[config.mk]
export PLATFORM = sky130hd
export DESIGN_NAME = vga_sprite_render
export DESIGN_NICKNAME = d
export VERILOG_FILES = /design/src/rtl/vga_sprite_render.sv
export SDC_FILE = /design/constraint.sdc
export NUM_CORES = 1
export LEC_CHECK = 0
export CORE_ASPECT_RATIO = 1.4
export CORE_MARGIN = 1
export CORE_UTILIZATION = 40
export DETAILED_ROUTE_END_ITERATION = 10
export PLACE_DENSITY = 0.68
export RECOVER_POWER = 100
export SYNTH_ARGS = -nofsm -noshare
export SYNTH_HDL_FRONTEND = slang
export SYNTH_SLANG_ARGS = --single-unit
[constraint.sdc]
create_clock -name pxl_clk -period 5.6 [get_ports pxl_clk]
set_input_delay 1.12 -clock pxl_clk [delete_from_list [all_inputs] [get_ports pxl_clk]]
set_output_delay 1.12 -clock pxl_clk [all_outputs]
set_load 0.01 [all_outputs]
[src/rtl/vga_sprite_render.sv]
// Pixel stage behind the 800x600 VGA timing block: regenerates visible-area
// coordinates, draws a bordered background and a button-driven square sprite.
module vga_sprite_render #(
  parameter int unsigned H_VIS        = 800,
  parameter int unsigned V_VIS        = 600,
  parameter int unsigned SIZE         = 32,
  parameter int unsigned STEP         = 4,
  parameter int unsigned BORDER       = 4,
  parameter int unsigned INIT_X       = 384,
  parameter int unsigned INIT_Y       = 284,
  parameter logic [11:0] FG_COLOR     = 12'hF00,
  parameter logic [11:0] BORDER_COLOR = 12'hFFF,
  parameter logic [11:0] BG_COLOR     = 12'h004
) (
  input  logic        pxl_clk,
  input  logic        rst,
  input  logic        hsync_in,
  input  logic        vsync_in,
  input  logic        rdy,
  input  logic        btn_left,
  input  logic        btn_right,
  input  logic        btn_up,
  input  logic        btn_down,
  output logic [11:0] rgb,
  output logic        hsync_out,
  output logic        vsync_out,
  output logic        frame_tick
);

  localparam logic [10:0] STEP_W   = 11'(STEP);
  localparam logic [10:0] SIZE_W   = 11'(SIZE);
  localparam logic [10:0] BORDER_W = 11'(BORDER);
  localparam logic [10:0] XR_W     = 11'(H_VIS - BORDER);
  localparam logic [10:0] YB_W     = 11'(V_VIS - BORDER);
  localparam logic [10:0] XMAX_W   = 11'(H_VIS - SIZE);
  localparam logic [10:0] YMAX_W   = 11'(V_VIS - SIZE);

  // Button order in the vectors: {left, right, up, down}
  logic [3:0]  btn_meta_q, btn_s_q;
  logic        rdy_d_q, vsync_d_q;
  logic [9:0]  x_q, x_d, y_q, y_d;
  logic [9:0]  box_x_q, box_x_d, box_y_q, box_y_d;
  logic [11:0] rgb_q, rgb_d;
  logic        hsync_q, vsync_q, tick_q;
  logic        rdy_fall, vs_fall;

  assign rdy_fall = rdy_d_q & ~rdy;
  assign vs_fall  = vsync_d_q & ~vsync_in;

  // 11-bit arithmetic keeps pos+STEP from overflowing before the clamp.
  function automatic logic [9:0] step_axis(input logic [9:0] pos, input logic dec,
                                           input logic inc, input logic [10:0] maxv);
    logic [10:0] p;
    p = {1'b0, pos};
    step_axis = pos;
    if (dec && !inc) step_axis = (p < STEP_W) ? '0 : 10'(p - STEP_W);
    else if (inc && !dec) step_axis = (p + STEP_W > maxv) ? 10'(maxv) : 10'(p + STEP_W);
  endfunction

  always_comb begin
    x_d = x_q;
    if (rdy_fall) x_d = '0;
    else if (rdy && (x_q != '1)) x_d = x_q + 10'd1;

    y_d = y_q;
    if (vs_fall) y_d = '0;
    else if (rdy_fall) y_d = y_q + 10'd1;

    box_x_d = box_x_q;
    box_y_d = box_y_q;
    if (vs_fall) begin
      box_x_d = step_axis(box_x_q, btn_s_q[3], btn_s_q[2], XMAX_W);
      box_y_d = step_axis(box_y_q, btn_s_q[1], btn_s_q[0], YMAX_W);
    end
  end

  always_comb begin
    logic [10:0] xw, yw, bxw, byw;
    xw  = {1'b0, x_q};
    yw  = {1'b0, y_q};
    bxw = {1'b0, box_x_q};
    byw = {1'b0, box_y_q};
    rgb_d = BG_COLOR;
    if (!rdy)
      rgb_d = '0;
    else if (xw < BORDER_W || xw >= XR_W || yw < BORDER_W || yw >= YB_W)
      rgb_d = BORDER_COLOR;
    else if (xw >= bxw && xw < bxw + SIZE_W && yw >= byw && yw < byw + SIZE_W)
      rgb_d = FG_COLOR;
  end

  always_ff @(posedge pxl_clk) begin
    if (rst) begin
      btn_meta_q <= '0;
      btn_s_q    <= '0;
      rdy_d_q    <= 1'b0;
      vsync_d_q  <= 1'b1;
      x_q        <= '0;
      y_q        <= '0;
      box_x_q    <= 10'(INIT_X);
      box_y_q    <= 10'(INIT_Y);
      rgb_q      <= '0;
      hsync_q    <= 1'b1;
      vsync_q    <= 1'b1;
      tick_q     <= 1'b0;
    end else begin
      btn_meta_q <= {btn_left, btn_right, btn_up, btn_down};
      btn_s_q    <= btn_meta_q;
      rdy_d_q    <= rdy;
      vsync_d_q  <= vsync_in;
      x_q        <= x_d;
      y_q        <= y_d;
      box_x_q    <= box_x_d;
      box_y_q    <= box_y_d;
      rgb_q      <= rgb_d;
      hsync_q    <= hsync_in;
      vsync_q    <= vsync_in;
      tick_q     <= vs_fall;
    end
  end

  assign rgb        = rgb_q;
  assign hsync_out  = hsync_q;
  assign vsync_out  = vsync_q;
  assign frame_tick = tick_q;

endmodule
=== Word-level counts from Yosys, hierarchy flattened ===
Index checks and enable logic that the tools add are counted.

* Logic and storage cells: 68
* Output and inout bits: 15
* Register bits after elaboration: 64
* Input bits: 9

* Add/subtract/negate cells: 8
* Multiplexer cells: 10
* Eq/ne operators: 1
* $lt $le $gt $ge: 12
* Reduce and logical (&&, ||, !) cells: 22
* Bitwise logic cells: 4

{| class="wikitable"
|+ Operator list
! operator !! count
|-
| $mux 10 || 8
|-
| $lt 10x3->1 const B || 4
|-
| $mux 12 || 2
|-
| $add 10x3->11 const B || 2
|-
| $add 10x6->11 const B || 2
|-
| $gt 11x10->1 const B || 2
|-
| $lt 10x11->1 || 2
|-
| $add 10x1->10 const B || 2
|-
| $ge 10x10->1 || 2
|-
| $ge 10x10->1 const B || 2
|-
| $sub 10x3->10 const B || 2
|-
| $ne 10x10->1 const B || 1
|-
| $logic_and 1x1->1 || 8
|-
| $reduce_or 2->1 || 3
|-
| $logic_not 1->1 || 4
|-
| $reduce_and 2->1 || 2
|-
| $reduce_bool 2->1 || 2
|-
| $logic_or 1x1->1 || 3
|-
| $and 1x1->1 || 2
|-
| $not 1->1 || 2
|}

=== Longest topological paths before layout ===
* Depth in word-level cells: 7
* Depth in mapped cells: 10
* Depth with buffers taken out: 9

=== Worst setup path after synthesis ===
OpenSTA, ideal clock, no wires.

* Path kind: input -> register
* Start: in vsync_in
* End: reg box_x_q[6]
* Library setup time: 70 ps
* Buffers on the path: 1
* Data required time: 5,530 ps
* Arrival: 2,264 ps
* Slack: 3,265 ps
* Stages: 5
* Cell sequence: or3b_2 clkbuf_1 nor4_1 a2bb2oi_1 a21oi_1

* Longest elaborated chain between the ends: 3

{| class="wikitable"
|+ Ends and longest elaborated chain
! what !! RTL line !! source
|-
| start: declaration || 18 || <nowiki>input logic vsync_in,</nowiki>
|-
| $not 1->1 || 48 || <nowiki>assign vs_fall = vsync_d_q & ~vsync_in;</nowiki>
|-
| $and 1x1->1 || 48 ||
|-
| $reduce_and 2->1 (no source line) || n/a ||
|-
| end signal: assignment || 100 || <nowiki>box_x_q <= 10'(INIT_X);</nowiki>
|-
| end signal: assignment || 113 || <nowiki>box_x_q <= box_x_d;</nowiki>
|-
| end: declaration || 42 || <nowiki>logic [9:0] box_x_q, box_x_d, box_y_q, box_y_d;</nowiki>
|}

No other way between the ends.
A chain may end at the register's enable or synchronous reset.

=== Final worst setup path ===
* Start: reg box_x_q[2]
* End: reg box_x_q[9]

* Longest elaborated chain between the ends: 5
* Elaborated cells on any way between the ends: 8
* Classes of those cells: add/sub: 2; order compare: 2; mux: 4

{| class="wikitable"
|+ Ends and longest elaborated chain
! what !! RTL line !! source
|-
| $add 10x3->11 || 57 || <nowiki>else if (inc && !dec) step_axis = (p + STEP_W > maxv) ? 10'(maxv) : 10'(p + STEP_W);</nowiki>
|-
| $gt 11x10->1 || 57 ||
|-
| $mux 10 (2 in a row) || 57 ||
|-
| $mux 10 * || 56 || <nowiki>if (dec && !inc) step_axis = (p < STEP_W) ? '0 : 10'(p - STEP_W);</nowiki>
|}

Mark *: on every way between the ends. The rest lies on a longest branch, timed or not. The select of a mux whose other input is x is not followed.

==> run_results.csv <==
group,metric,value,unit
yosys,syn_inst,458,
finish,finish.utilization,45.10,%
yosys,synth_compound_gate_area_share,21.67,%
critical_path,path_cells,"inv_1, ha_1, or4b_1, o41ai_1, nor2_1, o21ai_0, a21oi_1",
critical_path,cp.required,5740,ps
die,start_util,41.27,%
global_routing,grt_pass1_vias,3103,
routing,ant_nets,0,
routing,drt_wl_total,8312,um
finish,drive_above_1_share,4.376,%
critical_path,reg2reg_to,"box_x_q[9]",
clock_network,numCtsBuffers,5,
placement,place_congestion,0.8864,
power_and_ir_drop,power_leakage,1.667,nW
die,die_h,116.5,um
die,die_area,9765,um2
timing,period_needed,3261,ps
placement,hpwl,6227,um
timing,slew_headroom,-9.793,%
placement,place_area,3940,um2
global_routing,grtUsageTotal,17.91,%
routing,wire_per_inst,14.74,um
critical_path,worstReg2RegStart,"box_x_q[2]",
clock_network,ctsLongestPathBuffers,2,
yosys,synthSimpleGateAreaFrac,22.44,%
clock_network,clk_pin_slew,70,ps
critical_path,path_delay_family,"compound AO/OA/AOI/OAI gates",
critical_path,slowest_delay,1300,ps
run_status,outcome,"finished, violations left",
die,core,9080,um2
critical_path,cp_max_fo,10,
clock_network,root_buffer,"clkbuf_16",
clock_network,clk_latency,290,ps
critical_path,ff2ff_setup_slack,2340,ps
power_and_ir_drop,p_per_area,210.3,nW/um2
critical_path,path_buf_inv,1,
finish,stdcell_area,4095,um2
min_path,whs_path_depth,1,
die,num_rows,41,
yosys,seq_area_frac_synth,27.25,%
yosys,synth_top_family_by_area,"simple AND/OR/NAND/NOR gates",
yosys,syn-cell-area,3747,um2
critical_path,reg2regPathDepth,7,
routing,drc_errors,6,
timing,fmax,306.7,MHz
timing,worst-slew-pin-transition,1626,ps
routing,firstDrtPassIters,7,
min_path,holdCritStartpoint,"btn_meta_q[0]",
finish,layout_common_cells,"dfxtp_1 (51), ha_1 (42), nor2_1 (35)",
placement,numPortBuffers,23,
yosys,synth_cell_types,61,
global_routing,overflow,0,
routing,viasPerCell,5.812,
global_routing,antenna_found_initial,0,
power_and_ir_drop,peakVddDrop,113.0,uV
clock_network,cts_resized,0,
critical_path,cp-end-kind,"register",
finish,fillers,898,
routing,vias,3278,
yosys,synthMuxAreaShare,0.8013,%
clock_network,clkSinkCount,51,
yosys,synth_nets,509,
min_path,hold_path.class,"reg -> reg",
die,die_x,83.80,um
timing,holdWs,439.5,ps
run_status,violations,"DRC, capacitance limit, slew limit",
timing,drv_slew,10,
run,cap_violations,1,
timing,finClkSkew,6.328,ps
yosys,synth_ff_type,"dfxtp_1",
yosys,synth-edff-count,0,
routing,drt_iter0_drc,126,
global_routing,grt_pass1_wl,14230,um
critical_path,startpoint_type,"register",
yosys,synth_seq_cells,51,
timing,final-setup-viol-count,0,
finish,final_common_cell,"dfxtp_1",
critical_path,cp_slowest_cell,"o41ai_1",
timing,rsz0062_at_grt,"false",
timing,period_share,58.23,%
timing,final_hold_viol_count,0,
finish,syn_to_final_growth,9.282,%
yosys,syn_area_per_cell,8.182,um2
clock_network,postCtsSetupRepairBufs,0,
critical_path,cp.arrival,3400,ps
yosys,async_flop_share,0,%
min_path,whs_endpoint,"btn_s_q[0]",
die,pin_count,24,
timing,setup_tns,0,ps
finish,regArea,1021,um2
critical_path,crit_type,"reg -> reg",
clock_network,htree_levels,2,
yosys,yosysWarnings,0,
clock_network,cts_hold_buf,0,
clock_network,cts_tree,"built",
finish,antenna_cells,0,
yosys,synth_xor_area_share,5.843,%
yosys,synthAdderAreaFrac,14.02,%
finish,multiInputGateArea,2405,um2
global_routing,grt_max_degree,29,
finish,nets,507,
[worst reg2reg max path, stage by stage (launching register included)]
cell	delay [ps]
dfxtp_1	410
inv_1	150
ha_1	240
or4b_1	510
o41ai_1	1300
nor2_1	120
o21ai_0	270
a21oi_1	100
[routing by layer]
layer,track usage [%],wire length [um],up-vias
met2,32.40,4169,85
li1,-,-,1646
met1,20.57,3598,1528
met3,3.251,329,19
met5,0,0,-
met4,8.276,214,0
[synth_stat cells, drive strengths merged, types with 3 or more instances]
cell	count	area [um2]
dfxtp	51	1021
ha	42	525.5
nor2	35	131.4
inv	34	127.6
a21oi	33	165.2
o21ai	25	140.1
buf	19	121.4
nor3	19	95.09
nand3	18	90.09
xnor2	17	148.9
nand2	16	60.06
clkbuf	13	50.04
nor2b	13	81.33
o211ai	10	75.07
a31oi	8	50.05
nand4	8	50.05
xor2	8	70.07
and2	6	37.54
nor4	6	37.54
and3	5	31.28
and4	5	43.79
or3	5	31.28
a21o	4	30.03
a221oi	4	35.03
nand2b	4	25.02
or2	4	25.02
a211oi	3	22.52
mux2i	3	30.03
nor3b	3	22.52
o31ai	3	22.52
or3b	3	26.28
[state kept, by name, indices dropped and copies added, names as in the netlist]
register and flops:
hsync_out 1, btn_meta_q 4, x_q 10, box_y_q 8
btn_s_q 4, rdy_d_q 1, rgb 3, vsync_out 1
y_q 10, frame_tick 1, box_x_q 8
[cell families (layout without fill, tap and decap cells)]
logic type	after synthesis	in the layout
buf+inv	66	65
fa+ha+maj	42	42
simple gates	155	155
flops	51	51
compound gates	116	116
xor+xnor	25	25
mux	3	3
[report_power, final]
part | switching, W | internal [W]
registers | 0.0000167 | 0.000374
clock network | 0.000143 | 0.000225
logic | 0.0000567 | 0.0000457
total | 0.000217 | 0.000644
[final cells by class]
cell class,count,share of cell area (%)
clock inverter,2,0.9471
multi-input combinational,341,58.72
timing repair buffer,23,5.622
sequential,51,24.93
inverter,34,3.116
tap,107,3.269
clock buffer,6,3.391
[stage by stage]
stage | power (W) | instances | setup slack (ps)
finish | 0.0008612 | 564 | 2339
global route | 0.0008924 | 564 | 2077
CTS | 0.0008735 | 564 | 2771
detailed placement | 0.0005058 | 556 | 2474
global placement | 0.0005024 | 556 | 2498
floorplan | 0.0004745 | 458 | 3265
[how the worst max path moves through the flow]
stage | from | end | slack, ps | cells after the start
2_1_floorplan | vsync_in | box_x_q[6] | 3270 | 5
3_3_place_gp | rst | rgb[10] | 2500 | 5
3_5_place_dp | rst | y_q[8] | 2470 | 4
4_1_cts | rst | rgb[10] | 2770 | 5
5_1_grt | box_x_q[2] | box_x_q[4] | 2080 | 7
6_report | box_x_q[2] | box_x_q[9] | 2340 | 7
Note: power is estimated with default switching activity, not from simulation.
